<file path="src/rtl/clockworks_gearbox.sv">
// -----------------------------------------------------------------------------
// clockworks_gearbox
//   Clock gearbox and reset generator between the board pins and the SOC core.
//   The board clock CLK is divided by 2^SLOW to give the core clock clk. A
//   clean, stretched core reset resetn is derived from the board reset RESET.
//   All flops run on CLK. clk is a divider counter bit, or CLK itself when
//   SLOW == 0.
//
// Parameters
//   SLOW        log2 of the divide ratio (0 = CLK passed straight through)
//   RST_CYCLES  clk rising edges resetn stays low after reset release (>= 1)
//
// Ports
//   CLK     in   board clock, the only clock in the block
//   RESET   in   board reset, asynchronous, active-low
//   clk     out  divided core clock, CLK / 2^SLOW, 50% duty cycle
//   resetn  out  core reset, active-low; asserts asynchronously and releases
//                on the CLK edge that produces a clk rising edge
// -----------------------------------------------------------------------------
module clockworks_gearbox #(
  parameter int SLOW       = 21,
  parameter int RST_CYCLES = 4
) (
  input  logic CLK,
  input  logic RESET,
  output logic clk,
  output logic resetn
);

  localparam int CW = (SLOW >= 1) ? SLOW : 1;
  localparam int SW = $clog2(RST_CYCLES + 1);

  localparam logic [SW-1:0] STRETCH_MAX  = SW'(RST_CYCLES);
  localparam logic [SW-1:0] STRETCH_LAST = SW'(RST_CYCLES - 1);

  logic [CW-1:0] cnt;
  logic [CW-1:0] cnt_next;
  logic          rise_ev;
  logic [1:0]    sync;
  logic          rst_ok;
  logic [SW-1:0] stretch;

  assign cnt_next = cnt + CW'(1);
  assign rst_ok   = sync[1];

  // clk and the "clk is about to rise" strobe. With SLOW == 0 every CLK edge
  // is a clk rising edge, so the stretch counter advances once per CLK.
  generate
    if (SLOW == 0) begin : g_pass
      assign clk     = CLK;
      assign rise_ev = 1'b1;
    end else begin : g_div
      assign clk     = cnt[SLOW-1];
      assign rise_ev = cnt_next[SLOW-1] & ~cnt[SLOW-1];
    end
  endgenerate

  // Divider counter; wraps naturally at 2^SLOW, so duty cycle is unaffected.
  // NOTE: RESET is used as an asynchronous clear on every flop so resetn
  // (and clk) drop immediately, even for a pulse shorter than one CLK cycle.
  always_ff @(posedge CLK or negedge RESET) begin
    if (!RESET) begin
      cnt <= '0;
    end else begin
      // NOTE: sequential state is updated with non-blocking assignments so
      // every flop samples pre-edge values, regardless of statement order.
      cnt <= cnt_next;
    end
  end

  // Two-flop synchronizer for the release edge of RESET. A release that
  // coincides with a CLK edge may be taken one cycle later, never glitched.
  always_ff @(posedge CLK or negedge RESET) begin
    if (!RESET) begin
      sync <= 2'b00;
    end else begin
      sync <= {sync[0], 1'b1};
    end
  end

  // Reset stretch: count clk rising edges once the release is synchronized;
  // resetn is raised on the same CLK edge that produces the final counted
  // clk rising edge, so it is never seen mid-period in the clk domain.
  always_ff @(posedge CLK or negedge RESET) begin
    if (!RESET) begin
      stretch <= '0;
      resetn  <= 1'b0;
    end else if (rst_ok && rise_ev && (stretch != STRETCH_MAX)) begin
      stretch <= stretch + SW'(1);
      if (stretch == STRETCH_LAST) begin
        resetn <= 1'b1;
      end
    end
  end

endmodule

</file>
<file path="config.mk">
export PLATFORM = sky130hd
export DESIGN_NAME = clockworks_gearbox
export DESIGN_NICKNAME = d
export VERILOG_FILES = /design/src/rtl/clockworks_gearbox.sv
export SDC_FILE = /design/constraint.sdc
export NUM_CORES = 1
export LEC_CHECK = 0
export CORE_MARGIN = 8
export CORE_UTILIZATION = 52
export DETAILED_ROUTE_END_ITERATION = 10
export GPL_TIMING_DRIVEN = 0
export PLACE_DENSITY = 0.69
export SLEW_MARGIN = 20
export SYNTH_ARGS = -nofsm -noshare
export SYNTH_HDL_FRONTEND = slang
export SYNTH_SLANG_ARGS = --single-unit
</file>
<file path="constraint.sdc">
create_clock -name CLK -period 2.35 [get_ports CLK]
set_input_delay 0.235 -clock CLK [delete_from_list [all_inputs] [get_ports CLK]]
set_output_delay 0.235 -clock CLK [all_outputs]
set_load 0.005 [all_outputs]
</file>
== Word level (Yosys, flattened, before mapping) ==
Index checks and enable logic that the tools add are counted.

* Logic and storage cells: 13
* Bits in registers: 27
* Output and inout port bits: 2
* Input bits: 2

* Equal/unequal tests: 2
* Reductions and logical operators: 3
* Add/subtract/negate cells: 2
* Bitwise logic cells: 2

{| class="wikitable"
|+ Operators by type and width
! kind !! count
|-
| adder 21 x 1 -> 21 bit (second input constant) || 1
|-
| adder 3 x 1 -> 3 bit (second input constant) || 1
|-
| == test 3 x 2 -> 1 bit (second input constant) || 1
|-
| != test 3 bit (second input constant) || 1
|-
| logical AND 1 bit || 2
|-
| AND reduction 2 bit || 1
|-
| AND 1 bit || 1
|-
| inverter 1 bit || 1
|}

== Logic depth before layout (Yosys ltp) ==
* Depth after elaboration: 5
* Depth in mapped cells: 9
* Depth with buffers taken out: 9

== Worst setup path before layout ==
OpenSTA, ideal clock, no wires.

* Path type: reg-to-reg
* Start: register cnt[0]
* End: register stretch[1]
* Clock period less this slack: 1.713 ns
* Required time: 2.217 ns
* Path buffers: 0
* Stages on the path, launching flop included: 9
* Arrival: 1.580 ns
* Library setup time: 0.133 ns
* Setup slack: 0.637 ns
* Cell sequence: dfrtp_1 ha_1 nand4_1 nor3_2 and3_1 ha_1 nand2_1 a21oi_1 o21ai_0

* Cells in the longest elaborated chain, start to end: 4

{| class="wikitable"
|+ RTL lines
! element !! RTL line !! RTL
|-
| from (decl) || 36 || <nowiki>logic [CW-1:0] cnt;</nowiki>
|-
| from (signal assigned) || 67 || <nowiki>cnt <= cnt_next;</nowiki>
|-
| adder 21 x 1 -> 21 bit || 43 || <nowiki>assign cnt_next = cnt + CW'(1);</nowiki>
|-
| AND 1 bit || 54 || <nowiki>assign rise_ev = cnt_next[SLOW-1] & ~cnt[SLOW-1];</nowiki>
|-
| logical AND 1 bit (2 in series) || 88 || <nowiki>end else if (rst_ok && rise_ev && (stretch != STRETCH_MAX)) begin</nowiki>
|-
| to (signal assigned) || 89 || <nowiki>stretch <= stretch + SW'(1);</nowiki>
|-
| to (decl) || 41 || <nowiki>logic [SW-1:0] stretch;</nowiki>
|}

No other way between the ends.
A chain may end at the register's enable or synchronous reset.

== Worst setup path in the final report ==
Ends and elaborated chain as after synthesis.

==> impl_metrics.json <==
{
  "outcome": "finished, final reports clean",
  "grt_pass1_wl_um": 2900,
  "power.leakage_nw": 0.614,
  "ioPinCount": 4,
  "worstHoldStart": "sync[0]",
  "fin_util_pct": 58.6,
  "antenna_found_initial": 0,
  "synth_top_area_cell": "dfrtp_1",
  "path_buf_inv": 0,
  "final_min_period_over_clock_period_pct": 87.8,
  "worstSetupEndpointType": "flip-flop",
  "crit_chain": "ha_1, nand4_1, nor3_2, and3_1, ha_1, nand2_1, a21oi_1, o21ai_0",
  "post_cts_resized": 0,
  "avgViaCountPerCell": 5.09,
  "numCtsBuffers": 3,
  "core_region_area_um2": 2170,
  "grt_max_degree": 28,
  "clock_latency_ns": 0.32,
  "fp.dieH_um": 63.5,
  "first_pass_iters": 4,
  "max_freq_mhz": 484,
  "fp-row-count": 17,
  "critical_path_required_ns": 2.56,
  "power.density_nw_per_um2": 527,
  "clockBufferDepth": 2,
  "vias": 677,
  "critPathTopFamily": "simple AND/OR/NAND/NOR gates",
  "hold_class": "flip-flop to flip-flop",
  "tns_ns": 0,
  "crit_path_start_kind": "flip-flop",
  "drv_slew": 0,
  "fin_cells": 133,
  "numPortBuffers": 3,
  "setup_viol": 0,
  "globalplace.congestion": 0.747,
  "hold_depth": 0,
  "drt_first_iter_violations": 15,
  "synth_nets": 104,
  "r2r_start": "cnt[0]",
  "synth_area_um2": 1170,
  "ir_drop_mv": 0.319,
  "crit_path_max_incr_delay_ns": 0.43,
  "worstHoldEndpoint": "sync[1]",
  "remaining_drc_errors": 0,
  "cts_tree": "done",
  "clock_skew_ns": 0.00979,
  "place_hpwl_um": 1190,
  "die_area_um2": 4030,
  "fin_crit_ns": 2.06,
  "worst_pin_slew_ns": 0.573,
  "drive_gt1_share_pct": 12.4,
  "synth.top_cell.area_share_pct": 57.6,
  "first_global_vias": 661,
  "worst_path_max_delay_cell": "dfrtp_1",
  "r2r_setup_slack_ns": 0.29,
  "ys_seq_elements": 27,
  "relSlewSlack_pct": 61.8,
  "dp.cells": 128,
  "critPathMaxFanout": 4,
  "hold_violations": 0,
  "htree_num_levels": 1,
  "worst_slack_ns": 0.286,
  "synth_warnings": 0,
  "globalRouteOverflowTotal": 0,
  "synth.distinct_cells": 21,
  "hold_ws_ns": 0.373,
  "rsz0062_at_grt": "false",
  "die_x_um": 63.5,
  "postRouteWirelength_um": 1640,
  "ys_top_cells_by_area": "dfrtp_1 (58%), xnor2_1 (9.7%), ha_1 (5.3%)",
  "worst_path_most_repeated_cell": "ha_1",
  "syn_inst": 97,
  "antennaDiodeCount": 0,
  "post_drt_wl_per_cell_um": 12.3,
  "ctsRootBufferMaster": "clkbuf_4",
  "r2r_cells": 8,
  "cts_sinks": 27,
  "ys_seq_area_share_pct": 57.6,
  "antenna_left": 0,
  "criticalPathCategory": "flip-flop to flip-flop",
  "grt.total_usage_pct": 9.08,
  "arrival_ns": 2.28,
  "place_ws_ns": 0.270,
  "final_nets": 113,
  "start_util_pct": 54.1,
  "synth_area_per_cell_um2": 12.1,
  "area_growth_pct": 8.32,
  "reg2reg_to": "stretch[1]",
  "clk_pin_slew_ns": 0.14,
  "drv_cap": 0
}
synth_stat cells:
library cell   n
nand4_1        4
inv_1          8
and3_2         1
nand4_2        2
xor2_1         6
o21ai_0        3
nor3_2         2
and4_1         1
a21oi_1        1
ha_1           5
nand3_2        1
a21o_1         1
or2_4          1
nand3_1        4
nor2_1         4
xnor2_1       13
dfrtp_1       27
and3_1         2
conb_1         1
nor4_4         1
nand2_1        9
stage by stage:
step | cell area, um^2 | total power (W)
floorplan | 1170 | 0.000476
finish | 1270 | 0.000670
global route | 1270 | 0.000702
global placement | 1240 | 0.000486
CTS | 1270 | 0.000684
detailed placement | 1230 | 0.000486
how the worst max path moves through the flow:
stage	from	to	slack, ns	cells after the start
final	cnt[0]	stretch[1]	0.29	8
after global routing	cnt[0]	stretch[1]	0.08	8
after CTS	cnt[0]	stretch[1]	0.24	8
after detailed placement	cnt[0]	stretch[1]	0.27	8
after global placement	cnt[0]	stretch[1]	0.34	8
after floorplan	cnt[0]	stretch[1]	0.64	8
worst register-to-register path: cells and delay by family, from the launching register on:
family	cells	cell delay (ns)
AOI/OAI and AO/OA	2	0.43
and+or+nand+nor	4	0.72
DFF	1	0.43
adders and majority gates	2	0.37
sequential cells by signal, summed over array words and instances, names as in the netlist:
signal and cells:
sync 2, cnt 21, stretch 3, resetn 1
kinds of logic after synthesis:
logic type | share of synthesized area (%)
buf+inv | 2.56
xor+xnor | 14.2
flops | 57.6
other cells | 0.320
compound gates | 2.34
fa+ha+maj | 5.33
simple gates | 17.7
final cells by class:
| class | instances | area (um^2) |
|---|---|---|
| flip-flops and latches | 27 | 676 |
| clock buffers | 3 | 22.5 |
| fillers | 193 | 898 |
| well taps | 28 | 35.0 |
| multi-input cells | 62 | 468 |
| repair buffers | 4 | 35.0 |
| inverters | 8 | 30.0 |
| clock inverters | 1 | 5.00 |
where the power goes:
| group | total [W] | internal [W] | switching, W |
|---|---|---|---|
| registers | 0.000467 | 0.000466 | 0.000000442 |
| logic | 0.0000103 | 0.00000167 | 0.00000859 |
| clock network | 0.000193 | 0.0000638 | 0.000129 |
what timing repair did:
action                                  CTS  global route
endpoints found under the setup margin    0             0
hold buffers                              1             0
endpoints found under the hold margin    27             0
setup buffers                             0             0
layer usage:
layer,share of wire (%),global-route usage (%),vias to the layer above
met2,45,13.8,6
met1,50,11.0,332
met4,2.0,5.01,0
met3,3.2,3.00,4
met5,0,0,-
li1,-,-,335
cell usage in the layout (no fill, tap or decap), drive strengths merged, types with 2 or more instances in the layout:
| master | netlist | final |
|---|---|---|
| clkdlybuf4s50 | 0 | 2 |
| nor3 | 2 | 2 |
| ha | 5 | 5 |
| nand4 | 6 | 6 |
| nor2 | 4 | 4 |
| xnor2 | 13 | 13 |
| o21ai | 3 | 3 |
| xor2 | 6 | 6 |
| inv | 8 | 8 |
| clkbuf | 0 | 3 |
| and3 | 3 | 3 |
| nand3 | 5 | 5 |
| dfrtp | 27 | 27 |
| nand2 | 9 | 9 |
Note: power is estimated with default switching activity, not from simulation.
